`config.mk`:
```
export PLATFORM = sky130hd
export DESIGN_NAME = smc_obv_ctrl_pipe_flat
export DESIGN_NICKNAME = d
export VERILOG_FILES = /design/src/rtl/smc_obv_ctrl_pipe_if.sv /design/src/rtl/smc_obv_ctrl_pipe.sv /design/src/flat_wrapper.sv
export SDC_FILE = /design/constraint.sdc
export NUM_CORES = 2
export LEC_CHECK = 0
export CAP_MARGIN = 20
export CELL_PAD_IN_SITES_DETAIL_PLACEMENT = 2
export CELL_PAD_IN_SITES_GLOBAL_PLACEMENT = 2
export CORE_ASPECT_RATIO = 1.2
export CORE_UTILIZATION = 38
export DETAILED_ROUTE_END_ITERATION = 8
export GPL_TIMING_DRIVEN = 0
export PLACE_DENSITY = 0.91
export SETUP_SLACK_MARGIN = 0.1
export SLEW_MARGIN = 25
export SYNTH_ARGS = -nofsm -noshare
export SYNTH_HDL_FRONTEND = slang
export SYNTH_SLANG_ARGS = --single-unit
```
`constraint.sdc`:
```
create_clock -name clk -period 6.5 [get_ports clk]
set_clock_uncertainty 0.1 [all_clocks]
set_input_delay 0.65 -clock clk [delete_from_list [all_inputs] [get_ports clk]]
set_output_delay 0.65 -clock clk [all_outputs]
set_load 0.02 [all_outputs]
```
`src/rtl/smc_obv_ctrl_pipe_if.sv`:
```
// rtl/smc_obv_ctrl_pipe_if.sv - sample/handshake bundle for the SMC + observer controller pipe
interface smc_obv_ctrl_pipe_if #(
   parameter int W = 32
);
   logic                en;
   logic                in_valid;
   logic signed [W-1:0] thetad;
   logic signed [W-1:0] dthetad;
   logic signed [W-1:0] ddthetad;
   logic signed [W-1:0] theta;
   logic signed [W-1:0] dtheta;
   logic signed [W-1:0] dp;
   logic                ov_clr;
   logic signed [W-1:0] u;
   logic                out_valid;
   logic                u_sat;
   logic                ov_sticky;

   modport master (
      output en, in_valid, thetad, dthetad, ddthetad, theta, dtheta, dp, ov_clr,
      input  u, out_valid, u_sat, ov_sticky
   );

   modport slave (
      input  en, in_valid, thetad, dthetad, ddthetad, theta, dtheta, dp, ov_clr,
      output u, out_valid, u_sat, ov_sticky
   );
endinterface

```
`src/rtl/smc_obv_ctrl_pipe.sv`:
```
// rtl/smc_obv_ctrl_pipe.sv - 6-stage saturating sliding-mode controller with observer feedforward
module smc_obv_ctrl_pipe #(
   parameter int W        = 32,
   parameter int GW       = 9,
   parameter int C        = 10,
   parameter int K        = 10,
   parameter int B        = 25,
   parameter int XITE     = 1000,
   parameter int JM       = 7,
   parameter int JD       = 7,
   parameter int BOUNDARY = 0,
   parameter int PHI_SH   = 4,
   parameter int U_MAX    = 32767
) (
   input  logic              clk,
   input  logic              rst_n,
   smc_obv_ctrl_pipe_if.slave bus
);
   localparam int PW = W + GW + 1;
   localparam logic signed [W-1:0] MAX_V  = {1'b0, {(W-1){1'b1}}};
   localparam logic signed [W-1:0] MIN_V  = {1'b1, {(W-1){1'b0}}};
   localparam logic signed [W-1:0] XITE_V = W'(XITE);
   localparam logic signed [W-1:0] UMAX_V = W'(U_MAX);
   localparam logic [GW-1:0]       C_G    = GW'(C);
   localparam logic [GW-1:0]       K_G    = GW'(K);
   localparam logic [GW-1:0]       B_G    = GW'(B);

   // Both helpers return {overflow, saturated value}.
   function automatic logic [W:0] add_sat(input logic signed [W-1:0] a,
                                          input logic signed [W-1:0] b,
                                          input logic                sub);
      logic [W:0] x;
      x = sub ? ({a[W-1], a} - {b[W-1], b}) : ({a[W-1], a} + {b[W-1], b});
      if (x[W] != x[W-1]) return {1'b1, x[W] ? MIN_V : MAX_V};
      return {1'b0, x[W-1:0]};
   endfunction

   function automatic logic [W:0] mul_sat(input logic signed [W-1:0] a,
                                          input logic [GW-1:0]       g);
      logic signed [PW-1:0] p;
      p = $signed({{(GW+1){a[W-1]}}, a}) * $signed({{(W+1){1'b0}}, g});
      if (!((&p[PW-1:W-1]) || !(|p[PW-1:W-1]))) return {1'b1, p[PW-1] ? MIN_V : MAX_V};
      return {1'b0, p[W-1:0]};
   endfunction

   logic                r_s1_v, r_s2_v, r_s3_v, r_s4_v, r_s5_v;
   logic signed [W-1:0] r_s1_e, r_s1_de, r_s1_bd, r_s1_dp, r_s1_dd;
   logic signed [W-1:0] r_s2_ce, r_s2_cde, r_s2_obve, r_s2_de, r_s2_dd;
   logic signed [W-1:0] r_s3_s, r_s3_u1, r_s3_obv, r_s3_sw;
   logic signed [W-1:0] r_s4_ks, r_s4_u2, r_s4_u1;
   logic signed [W-1:0] r_s5_u3, r_s5_ks;
   logic signed [W-1:0] r_u;
   logic                r_out_valid, r_u_sat, r_ov_sticky;

   logic signed [W-1:0] w_e, w_de, w_bd, w_ce, w_cde, w_obve, w_s, w_u1, w_obv, w_phi, w_sw;
   logic signed [W-1:0] w_ks, w_u2, w_u3, w_ut, w_ush, w_u;
   logic                w_ov_e, w_ov_de, w_ov_bd, w_ov_ce, w_ov_cde, w_ov_obve;
   logic                w_ov_s, w_ov_u1, w_ov_ks, w_ov_u2, w_ov_u3, w_ov_ut;
   logic                w_clamp, w_ev;

   assign {w_ov_e,    w_e}    = add_sat(bus.thetad, bus.theta, 1'b1);
   assign {w_ov_de,   w_de}   = add_sat(bus.dthetad, bus.dtheta, 1'b1);
   assign {w_ov_bd,   w_bd}   = mul_sat(bus.dtheta, B_G);
   assign {w_ov_ce,   w_ce}   = mul_sat(r_s1_e, C_G);
   assign {w_ov_cde,  w_cde}  = mul_sat(r_s1_de, C_G);
   assign {w_ov_obve, w_obve} = add_sat(r_s1_bd, r_s1_dp, 1'b1);
   assign {w_ov_s,    w_s}    = add_sat(r_s2_ce, r_s2_de, 1'b0);
   assign {w_ov_u1,   w_u1}   = add_sat(r_s2_cde, r_s2_dd, 1'b0);
   assign {w_ov_ks,   w_ks}   = mul_sat(r_s3_s, K_G);
   assign {w_ov_u2,   w_u2}   = add_sat(r_s3_obv, r_s3_sw, 1'b0);
   assign {w_ov_u3,   w_u3}   = add_sat(r_s4_u1, r_s4_u2, 1'b0);
   assign {w_ov_ut,   w_ut}   = add_sat(r_s5_u3, r_s5_ks, 1'b0);

   assign w_obv = r_s2_obve >>> JM;
   assign w_phi = w_s >>> PHI_SH;
   assign w_ush = w_ut >>> JD;

   always_comb begin
      w_sw = XITE_V;
      if (BOUNDARY == 0) begin
         w_sw = w_s[W-1] ? -XITE_V : XITE_V;
      end else if (w_phi > XITE_V) begin
         w_sw = XITE_V;
      end else if (w_phi < -XITE_V) begin
         w_sw = -XITE_V;
      end else begin
         w_sw = w_phi;
      end
   end

   always_comb begin
      w_u     = w_ush;
      w_clamp = 1'b0;
      if (w_ush > UMAX_V) begin
         w_u     = UMAX_V;
         w_clamp = 1'b1;
      end else if (w_ush < -UMAX_V) begin
         w_u     = -UMAX_V;
         w_clamp = 1'b1;
      end
   end

   // Saturation only counts when the stage that produced it carries a valid sample.
   assign w_ev = bus.en & ((bus.in_valid & (w_ov_e | w_ov_de | w_ov_bd)) |
                           (r_s1_v & (w_ov_ce | w_ov_cde | w_ov_obve)) |
                           (r_s2_v & (w_ov_s | w_ov_u1)) |
                           (r_s3_v & (w_ov_ks | w_ov_u2)) |
                           (r_s4_v & w_ov_u3) |
                           (r_s5_v & w_ov_ut));

   always_ff @(posedge clk) begin
      if (!rst_n) begin
         r_s1_v <= 1'b0; r_s2_v <= 1'b0; r_s3_v <= 1'b0; r_s4_v <= 1'b0; r_s5_v <= 1'b0;
         r_s1_e <= '0; r_s1_de <= '0; r_s1_bd <= '0; r_s1_dp <= '0; r_s1_dd <= '0;
         r_s2_ce <= '0; r_s2_cde <= '0; r_s2_obve <= '0; r_s2_de <= '0; r_s2_dd <= '0;
         r_s3_s <= '0; r_s3_u1 <= '0; r_s3_obv <= '0; r_s3_sw <= '0;
         r_s4_ks <= '0; r_s4_u2 <= '0; r_s4_u1 <= '0;
         r_s5_u3 <= '0; r_s5_ks <= '0;
         r_u <= '0; r_out_valid <= 1'b0; r_u_sat <= 1'b0;
      end else if (bus.en) begin
         r_s1_v <= bus.in_valid; r_s1_e <= w_e; r_s1_de <= w_de; r_s1_bd <= w_bd;
         r_s1_dp <= bus.dp; r_s1_dd <= bus.ddthetad;
         r_s2_v <= r_s1_v; r_s2_ce <= w_ce; r_s2_cde <= w_cde; r_s2_obve <= w_obve;
         r_s2_de <= r_s1_de; r_s2_dd <= r_s1_dd;
         r_s3_v <= r_s2_v; r_s3_s <= w_s; r_s3_u1 <= w_u1; r_s3_obv <= w_obv; r_s3_sw <= w_sw;
         r_s4_v <= r_s3_v; r_s4_ks <= w_ks; r_s4_u2 <= w_u2; r_s4_u1 <= r_s3_u1;
         r_s5_v <= r_s4_v; r_s5_u3 <= w_u3; r_s5_ks <= r_s4_ks;
         r_out_valid <= r_s5_v;
         if (r_s5_v) begin
            r_u     <= w_u;
            r_u_sat <= w_clamp;
         end
      end
   end

   always_ff @(posedge clk) begin
      if (!rst_n) begin
         r_ov_sticky <= 1'b0;
      end else if (w_ev) begin
         r_ov_sticky <= 1'b1;
      end else if (bus.ov_clr) begin
         r_ov_sticky <= 1'b0;
      end
   end

   assign bus.u         = r_u;
   assign bus.out_valid = r_out_valid;
   assign bus.u_sat     = r_u_sat;
   assign bus.ov_sticky = r_ov_sticky;
endmodule

```
`src/flat_wrapper.sv`:
```
// flat-port wrapper written by rule: the top's interface ports become plain ports
module smc_obv_ctrl_pipe_flat 
#(
   parameter int W        = 32,
   parameter int GW       = 9,
   parameter int C        = 10,
   parameter int K        = 10,
   parameter int B        = 25,
   parameter int XITE     = 1000,
   parameter int JM       = 7,
   parameter int JD       = 7,
   parameter int BOUNDARY = 0,
   parameter int PHI_SH   = 4,
   parameter int U_MAX    = 32767
)
  (clk, rst_n, bus_en, bus_in_valid, bus_thetad, bus_dthetad, bus_ddthetad, bus_theta, bus_dtheta, bus_dp, bus_ov_clr, bus_u, bus_out_valid, bus_u_sat, bus_ov_sticky);
  smc_obv_ctrl_pipe_if #(.W(W)) bus_i ();
  input  logic clk;
  input  logic rst_n;
  input wire logic [$bits(bus_i.en)-1:0] bus_en;
  input wire logic [$bits(bus_i.in_valid)-1:0] bus_in_valid;
  input wire logic [$bits(bus_i.thetad)-1:0] bus_thetad;
  input wire logic [$bits(bus_i.dthetad)-1:0] bus_dthetad;
  input wire logic [$bits(bus_i.ddthetad)-1:0] bus_ddthetad;
  input wire logic [$bits(bus_i.theta)-1:0] bus_theta;
  input wire logic [$bits(bus_i.dtheta)-1:0] bus_dtheta;
  input wire logic [$bits(bus_i.dp)-1:0] bus_dp;
  input wire logic [$bits(bus_i.ov_clr)-1:0] bus_ov_clr;
  output wire logic [$bits(bus_i.u)-1:0] bus_u;
  output wire logic [$bits(bus_i.out_valid)-1:0] bus_out_valid;
  output wire logic [$bits(bus_i.u_sat)-1:0] bus_u_sat;
  output wire logic [$bits(bus_i.ov_sticky)-1:0] bus_ov_sticky;
  assign bus_i.en = bus_en;
  assign bus_i.in_valid = bus_in_valid;
  assign bus_i.thetad = bus_thetad;
  assign bus_i.dthetad = bus_dthetad;
  assign bus_i.ddthetad = bus_ddthetad;
  assign bus_i.theta = bus_theta;
  assign bus_i.dtheta = bus_dtheta;
  assign bus_i.dp = bus_dp;
  assign bus_i.ov_clr = bus_ov_clr;
  assign bus_u = bus_i.u;
  assign bus_out_valid = bus_i.out_valid;
  assign bus_u_sat = bus_i.u_sat;
  assign bus_ov_sticky = bus_i.ov_sticky;
  smc_obv_ctrl_pipe #(.W(W), .GW(GW), .C(C), .K(K), .B(B), .XITE(XITE), .JM(JM), .JD(JD), .BOUNDARY(BOUNDARY), .PHI_SH(PHI_SH), .U_MAX(U_MAX)) u_core (.clk(clk), .rst_n(rst_n), .bus(bus_i));
endmodule
```
# [Yosys cells after proc, flatten, opt, wreduce, memory -nomap -nowiden]
# Cells that the tools add are included.
[totals] regBits=641 input_bits=197 output_inout_bits=35
[op_classes] add_sub_neg=8 mul=4 magnitude_cmp=2 n_eq_ne=8 n_mux=47 bitwise_logic=18 reduce_logical=18
[ops] operator="33-bit two-way mux" n=20
[ops] operator="32-bit two-way mux" n=15
[ops] operator="32-bit by 32-bit adder with 33-bit output" n=4
[ops] operator="32-bit by 4-bit multiplier with 36-bit output, second input constant" n=3
[ops] operator="32-bit by 32-bit subtractor with 33-bit output" n=3
[ops] operator="11-bit AND reduction" n=4
[ops] operator="11-bit OR reduction" n=4
[ops] operator="32-bit by 6-bit multiplier with 38-bit output, second input constant" n=1
[ops] operator="25-bit by 32-bit adder with 33-bit output" n=1
[ops] operator="25-bit by 16-bit greater-than comparator with 1-bit output, second input constant" n=1
[ops] operator="25-bit by 16-bit < comparator with 1-bit output, second input constant" n=1
[ops] operator="1-bit two-way mux" n=12
[ops] operator="1-bit OR" n=11
[ops] operator="1-bit inequality test" n=8
[ops] operator="1-bit bitwise AND" n=7
[ops] operator="1-bit zero test" n=4
[ops] operator="1-bit logical OR" n=4
[ops] operator="2-bit AND reduction" n=1
[ops] operator="2-bit nonzero test" n=1

# [Depth between registers and ports, before layout]
[logic_depth] word_depth=15 depth_mapped=21 depth_no_buf=19

# [Worst setup path before layout]
# OpenSTA, ideal clock, no wires.
[synth_path] path_kind="input -> register" from="input port bus_dtheta[1]" to="register u_core.r_ov_sticky (netlist: u_core.bus.ov_sticky)" setup_time_ns=0.120 t_arrival_ns=4.778 required_time_ns=6.280 path_slack_ns=1.502 path_stages=17 path_buffers=0 cell_sequence="ha_1 > fa_1 > ha_1 > ha_1 > fa_1 > a211oi_1 > o211ai_1 > nand3_1 > nand2_1 > a21oi_1 > a31oi_1 > xor2_1 > or4_1 > nor3b_1 > mux2_2 > a21oi_1 > a211o_1"
[synth_via] elab_chain_len=14 elab_cells_between_ends=21 cone_classes="1 x add/sub; 1 x mul; 1 x eq/ne; 4 x mux; 9 x bitwise; 5 x reduce/logical"
[synth_lines] element="from (decl)" line_no="flat_wrapper.sv:26" text="input wire logic [$bits(bus_i.dtheta)-1:0] bus_dtheta;"
[synth_lines] element="32-bit by 6-bit multiplier with 38-bit output / 32-bit by 32-bit subtractor with 33-bit output (equally long branches)" line_no="smc_obv_ctrl_pipe.sv:41, smc_obv_ctrl_pipe.sv:33"
[synth_lines] element="11-bit OR reduction / 1-bit inequality test (equally long branches)" line_no="smc_obv_ctrl_pipe.sv:42, smc_obv_ctrl_pipe.sv:34"
[synth_lines] element="1-bit zero test / 1-bit two-way mux (equally long branches)" line_no="smc_obv_ctrl_pipe.sv:42, smc_obv_ctrl_pipe.sv:34"
[synth_lines] element="1-bit logical OR / 33-bit two-way mux (equally long branches)" line_no="smc_obv_ctrl_pipe.sv:42, smc_obv_ctrl_pipe.sv:35"
[synth_lines] element="33-bit two-way mux / 1-bit OR (equally long branches)" line_no="smc_obv_ctrl_pipe.sv:43, smc_obv_ctrl_pipe.sv:104"
[synth_lines] element="1-bit OR (*)" line_no="smc_obv_ctrl_pipe.sv:104" text="assign w_ev = bus.en & ((bus.in_valid & (w_ov_e | w_ov_de | w_ov_bd)) |"
[synth_lines] element="1-bit bitwise AND (*)" line_no="smc_obv_ctrl_pipe.sv:104"
[synth_lines] element="1-bit OR (*)" line_no="smc_obv_ctrl_pipe.sv:104"
[synth_lines] element="1-bit OR (*)" line_no="smc_obv_ctrl_pipe.sv:105" text="(r_s1_v & (w_ov_ce | w_ov_cde | w_ov_obve)) |"
[synth_lines] element="1-bit OR (*)" line_no="smc_obv_ctrl_pipe.sv:106" text="(r_s2_v & (w_ov_s | w_ov_u1)) |"
[synth_lines] element="1-bit OR (*)" line_no="smc_obv_ctrl_pipe.sv:107" text="(r_s3_v & (w_ov_ks | w_ov_u2)) |"
[synth_lines] element="1-bit OR (*)" line_no="smc_obv_ctrl_pipe.sv:108" text="(r_s4_v & w_ov_u3) |"
[synth_lines] element="1-bit bitwise AND (*)" line_no="smc_obv_ctrl_pipe.sv:104"
[synth_lines] element="1-bit two-way mux / 2-bit nonzero test (equally long branches)"
[synth_lines] element="to (signal assigned)" line_no="smc_obv_ctrl_pipe.sv:138" text="r_ov_sticky <= 1'b0;"
[synth_lines] element="to (signal assigned)" line_no="smc_obv_ctrl_pipe.sv:140" text="r_ov_sticky <= 1'b1;"
[synth_lines] element="to (signal assigned)" line_no="smc_obv_ctrl_pipe.sv:142" text="r_ov_sticky <= 1'b0;"
[synth_lines] element="to (decl)" line_no="smc_obv_ctrl_pipe.sv:53" text="logic r_out_valid, r_u_sat, r_ov_sticky;"
# Mark *: on every way between the ends. The rest lies on a longest branch, timed or not.
# A chain may end at the register's enable or synchronous reset.

# [Final worst setup path]
[layout_path] from="register u_core.r_s2_dd[1]" to="register u_core.r_s3_u1[28]"
[layout_via] elab_chain_len=4 elab_cells_between_ends=6 cone_classes="1 x add/sub; 1 x eq/ne; 4 x mux"
[layout_lines] element="from (decl)" line_no="smc_obv_ctrl_pipe.sv:48" text="logic signed [W-1:0] r_s2_ce, r_s2_cde, r_s2_obve, r_s2_de, r_s2_dd;"
[layout_lines] element="from (signal assigned)" line_no="smc_obv_ctrl_pipe.sv:124" text="r_s2_de <= r_s1_de; r_s2_dd <= r_s1_dd;"
[layout_lines] element="32-bit by 32-bit adder with 33-bit output (*)" line_no="smc_obv_ctrl_pipe.sv:33" text="x = sub ? ({a[W-1], a} - {b[W-1], b}) : ({a[W-1], a} + {b[W-1], b});"
[layout_lines] element="32-bit two-way mux / 1-bit inequality test (equally long branches)" line_no="smc_obv_ctrl_pipe.sv:34" text="if (x[W] != x[W-1]) return {1'b1, x[W] ? MIN_V : MAX_V};"
[layout_lines] element="33-bit two-way mux / 1-bit two-way mux (equally long branches)" line_no="smc_obv_ctrl_pipe.sv:34"
[layout_lines] element="33-bit two-way mux (*)" line_no="smc_obv_ctrl_pipe.sv:35" text="return {1'b0, x[W-1:0]};"
[layout_lines] element="to (signal assigned)" line_no="smc_obv_ctrl_pipe.sv:125" text="r_s3_v <= r_s2_v; r_s3_s <= w_s; r_s3_u1 <= w_u1; r_s3_obv <= w_obv; r_s3_sw <= w_sw;"
[layout_lines] element="to (decl)" line_no="smc_obv_ctrl_pipe.sv:49" text="logic signed [W-1:0] r_s3_s, r_s3_u1, r_s3_obv, r_s3_sw;"
# Mark *: on every way between the ends. The rest lies on a longest branch, timed or not. The select of a mux whose other input is x is not followed.

==> results.yml <==
finish:
  synthToLayoutAreaGrowth_pct: 15.7
  multi_input_area_mm2: 0.0290
  nets: 6214
  stdcell_count: 7002
  post-route-util_pct: 44.3
  layout_commonest_cell: "nor2_1"
  seqCellArea_mm2: 0.0120
  num-fill-cells: 12120
  drive_above_1_share_pct: 4.90
  final_cell_mix: "nor2_1, dfxtp_1, ha_1"
routing:
  via_count: 46414
  firstDrtPassIters: 8
  wl_um: 241000
  remaining_drc_errors: 0
  post_drt_wl_per_cell_um: 34.4
  drt_iter0_drc: 3924
  final_antenna_net_count: 0
  vias_per_cell: 6.63
die:
  start_util_pct: 38.3
  die_w_um: 308
  io_pins: 232
  chipHeight_um: 369
  die_area_mm2: 0.114
  core_area_mm2: 0.111
  fp-row-count: 134
synthesis:
  yosysUniqueCellTypes: 103
  syn_area_mm2: 0.0427
  synth_area_leader_cell: "dfxtp_1"
  ys_warn_count: 0
  synthFlopType: "dfxtp_1"
  synth_cells: 5131
  ys_top_cells_by_area: "dfxtp_1, ha_1, a21oi_1"
  ys_seq_elements: 597
  synth_area_per_cell_um2: 8.31
  ys_seq_area_share_pct: 28.0
  synthArstFlopShare_pct: 0
  synth_top_area_share_pct: 28.0
  synth_edf_count: 0
  synth_nets: 5907
critical_path:
  required_ns: 6.89
  worstPathMaxFanout: 10
  critPathKind: "register to register"
  start_kind: "register"
  end_kind: "register"
  cp.arrival_ns: 7.01
timing:
  fmax_mhz: 151
  min_period_over_period_pct: 102
  worstMarginPinSlew_ns: 1.58
  setup_violations: 5
  period_needed_ns: 6.62
  worst_slack_ns: -0.120
  rsz0062_at_grt: "yes"
  maxSlewHeadroom_pct: -5.46
  worst_hold_slack_ns: 0.361
  maxSlewViolCount: 22
  hold_viol_final: 0
cts:
  clock_latency_ns: 0.71
  cts.hold.buffers_added: 0
  htree_levels: 3
  cts_tree: "built"
  cts_buffers: 70
  cts-root-buf: "clkbuf_16"
  cts.sinks: 597
  clock_path_buffers: 3
  path_clk_slew_ns: 0.07
status:
  status: "finished with violations"
  violations: "max-capacitance violations, max-slew violations, negative setup slack"
job:
  maxCapViolCount: 2
min_path:
  hp-class: "register to register"
global_routing:
  grt_max_degree: 22
  grt_use_total_pct: 39.4
  grt_pass1_wl_um: 339000
  first_global_vias: 51173
  antenna_found_initial: 20
  overflow: 0
placed_design:
  gp_congestion: 0.931
  dp.final_hpwl_um: 154000
  portBuffers: 230
  dp.cells: 6859
pwr:
  power_density_mw_per_mm2: 310
  power.leakage_nw: 22.5
  vdd_drop_max_uv: 227
## Yosys cell counts (52+ instances only)
library cell / instances
inv_1: 187
a21o_1: 169
nand2b_1: 62
nand3_1: 58
clkbuf_1: 196
o21a_1: 79
xor2_1: 129
mux2i_1: 230
nor2_1: 638
nor3_1: 56
xnor2_1: 185
o21ai_0: 430
ha_1: 540
dfxtp_1: 597
a21oi_1: 528
o221a_2: 52
nand2_1: 288
## stage by stage
stage	power, mW	cell area, um^2	worst slack [ns]	setup TNS [ns]
floorplan	7.88	42700	1.50	0
finish	15.3	49400	-0.120	-0.345
detailed placement	10.0	46900	-0.381	-7.47
CTS	14.8	49300	0.102	0
global placement	9.54	46800	-0.190	-1.82
global route	15.6	49300	-0.184	-1.08
## where the power goes
group | leakage (nW) | switching [mW] | internal, mW
registers | 4.93 | 0.548 | 4.07
clock network | 1.17 | 2.01 | 2.43
logic | 16.4 | 4.20 | 2.03
## critical path: stages, from the launching register on
cell and delay (ns):
dfxtp_1 0.43, ha_1 0.27, a21o_1 0.18, a21o_1 0.21, a2111oi_0 0.94, o31ai_1 0.28
a2111o_1 0.53, a311oi_1 0.52, o41ai_1 0.27, nand2_1 0.19, a21oi_1 0.14, o21a_1 0.20
nor2_1 0.21, xnor2_1 0.14, ha_1 0.51, o21ai_1 0.40, clkbuf_1 0.54, o21a_1 0.24
a21oi_1 0.09
## layer usage
metal,part of all wire [%],GRT usage [%]
met5,0.051,0
met4,10,34.7
met3,8.0,9.45
met2,47,67.6
met1,34,40.0
## cell type report
| type | count | area share [%] |
|---|---|---|
| Multi-Input combinational cell | 4099 | 58.8 |
| Sequential cell | 597 | 24.2 |
| Timing Repair Buffer | 235 | 4.80 |
| Clock buffer | 99 | 4.07 |
| Tap cell | 1496 | 3.79 |
| Buffer | 247 | 2.10 |
| Inverter | 188 | 1.43 |
| Clock inverter | 30 | 0.768 |
| Antenna cell | 11 | 0.0558 |
## logic make-up after synthesis
logic type                 Yosys count  synth area share, %
and+or+nand+nor                   1303                 13.6
DFF                                597                 28.0
xor gates and xnor gates           314                 6.45
buffers and inverters              435                 4.03
AOI/OAI and AO/OA                 1670                 24.8
muxes                              233                 5.48
adders and majority gates          579                 17.7
## worst paths after layout
check	start	cells after the start	slack [ns]	to
max reg2reg	u_core.r_s2_dd[1]	18	-0.12	u_core.r_s3_u1[28]
min reg2reg	u_core.bus.u[20]	2	0.36	u_core.bus.u[20]
min	u_core.bus.u[20]	2	0.36	u_core.bus.u[20]
max	u_core.r_s2_dd[1]	18	-0.12	u_core.r_s3_u1[28]
## what timing repair did
item,CTS,global route
hold endpoints to repair,0,0
pin swaps,0,1
gates resized for setup,2,6
gates cloned,0,0
endpoints found under the setup margin,24,48
buffers inserted,0,2
(Power assumes the default switching activity.)
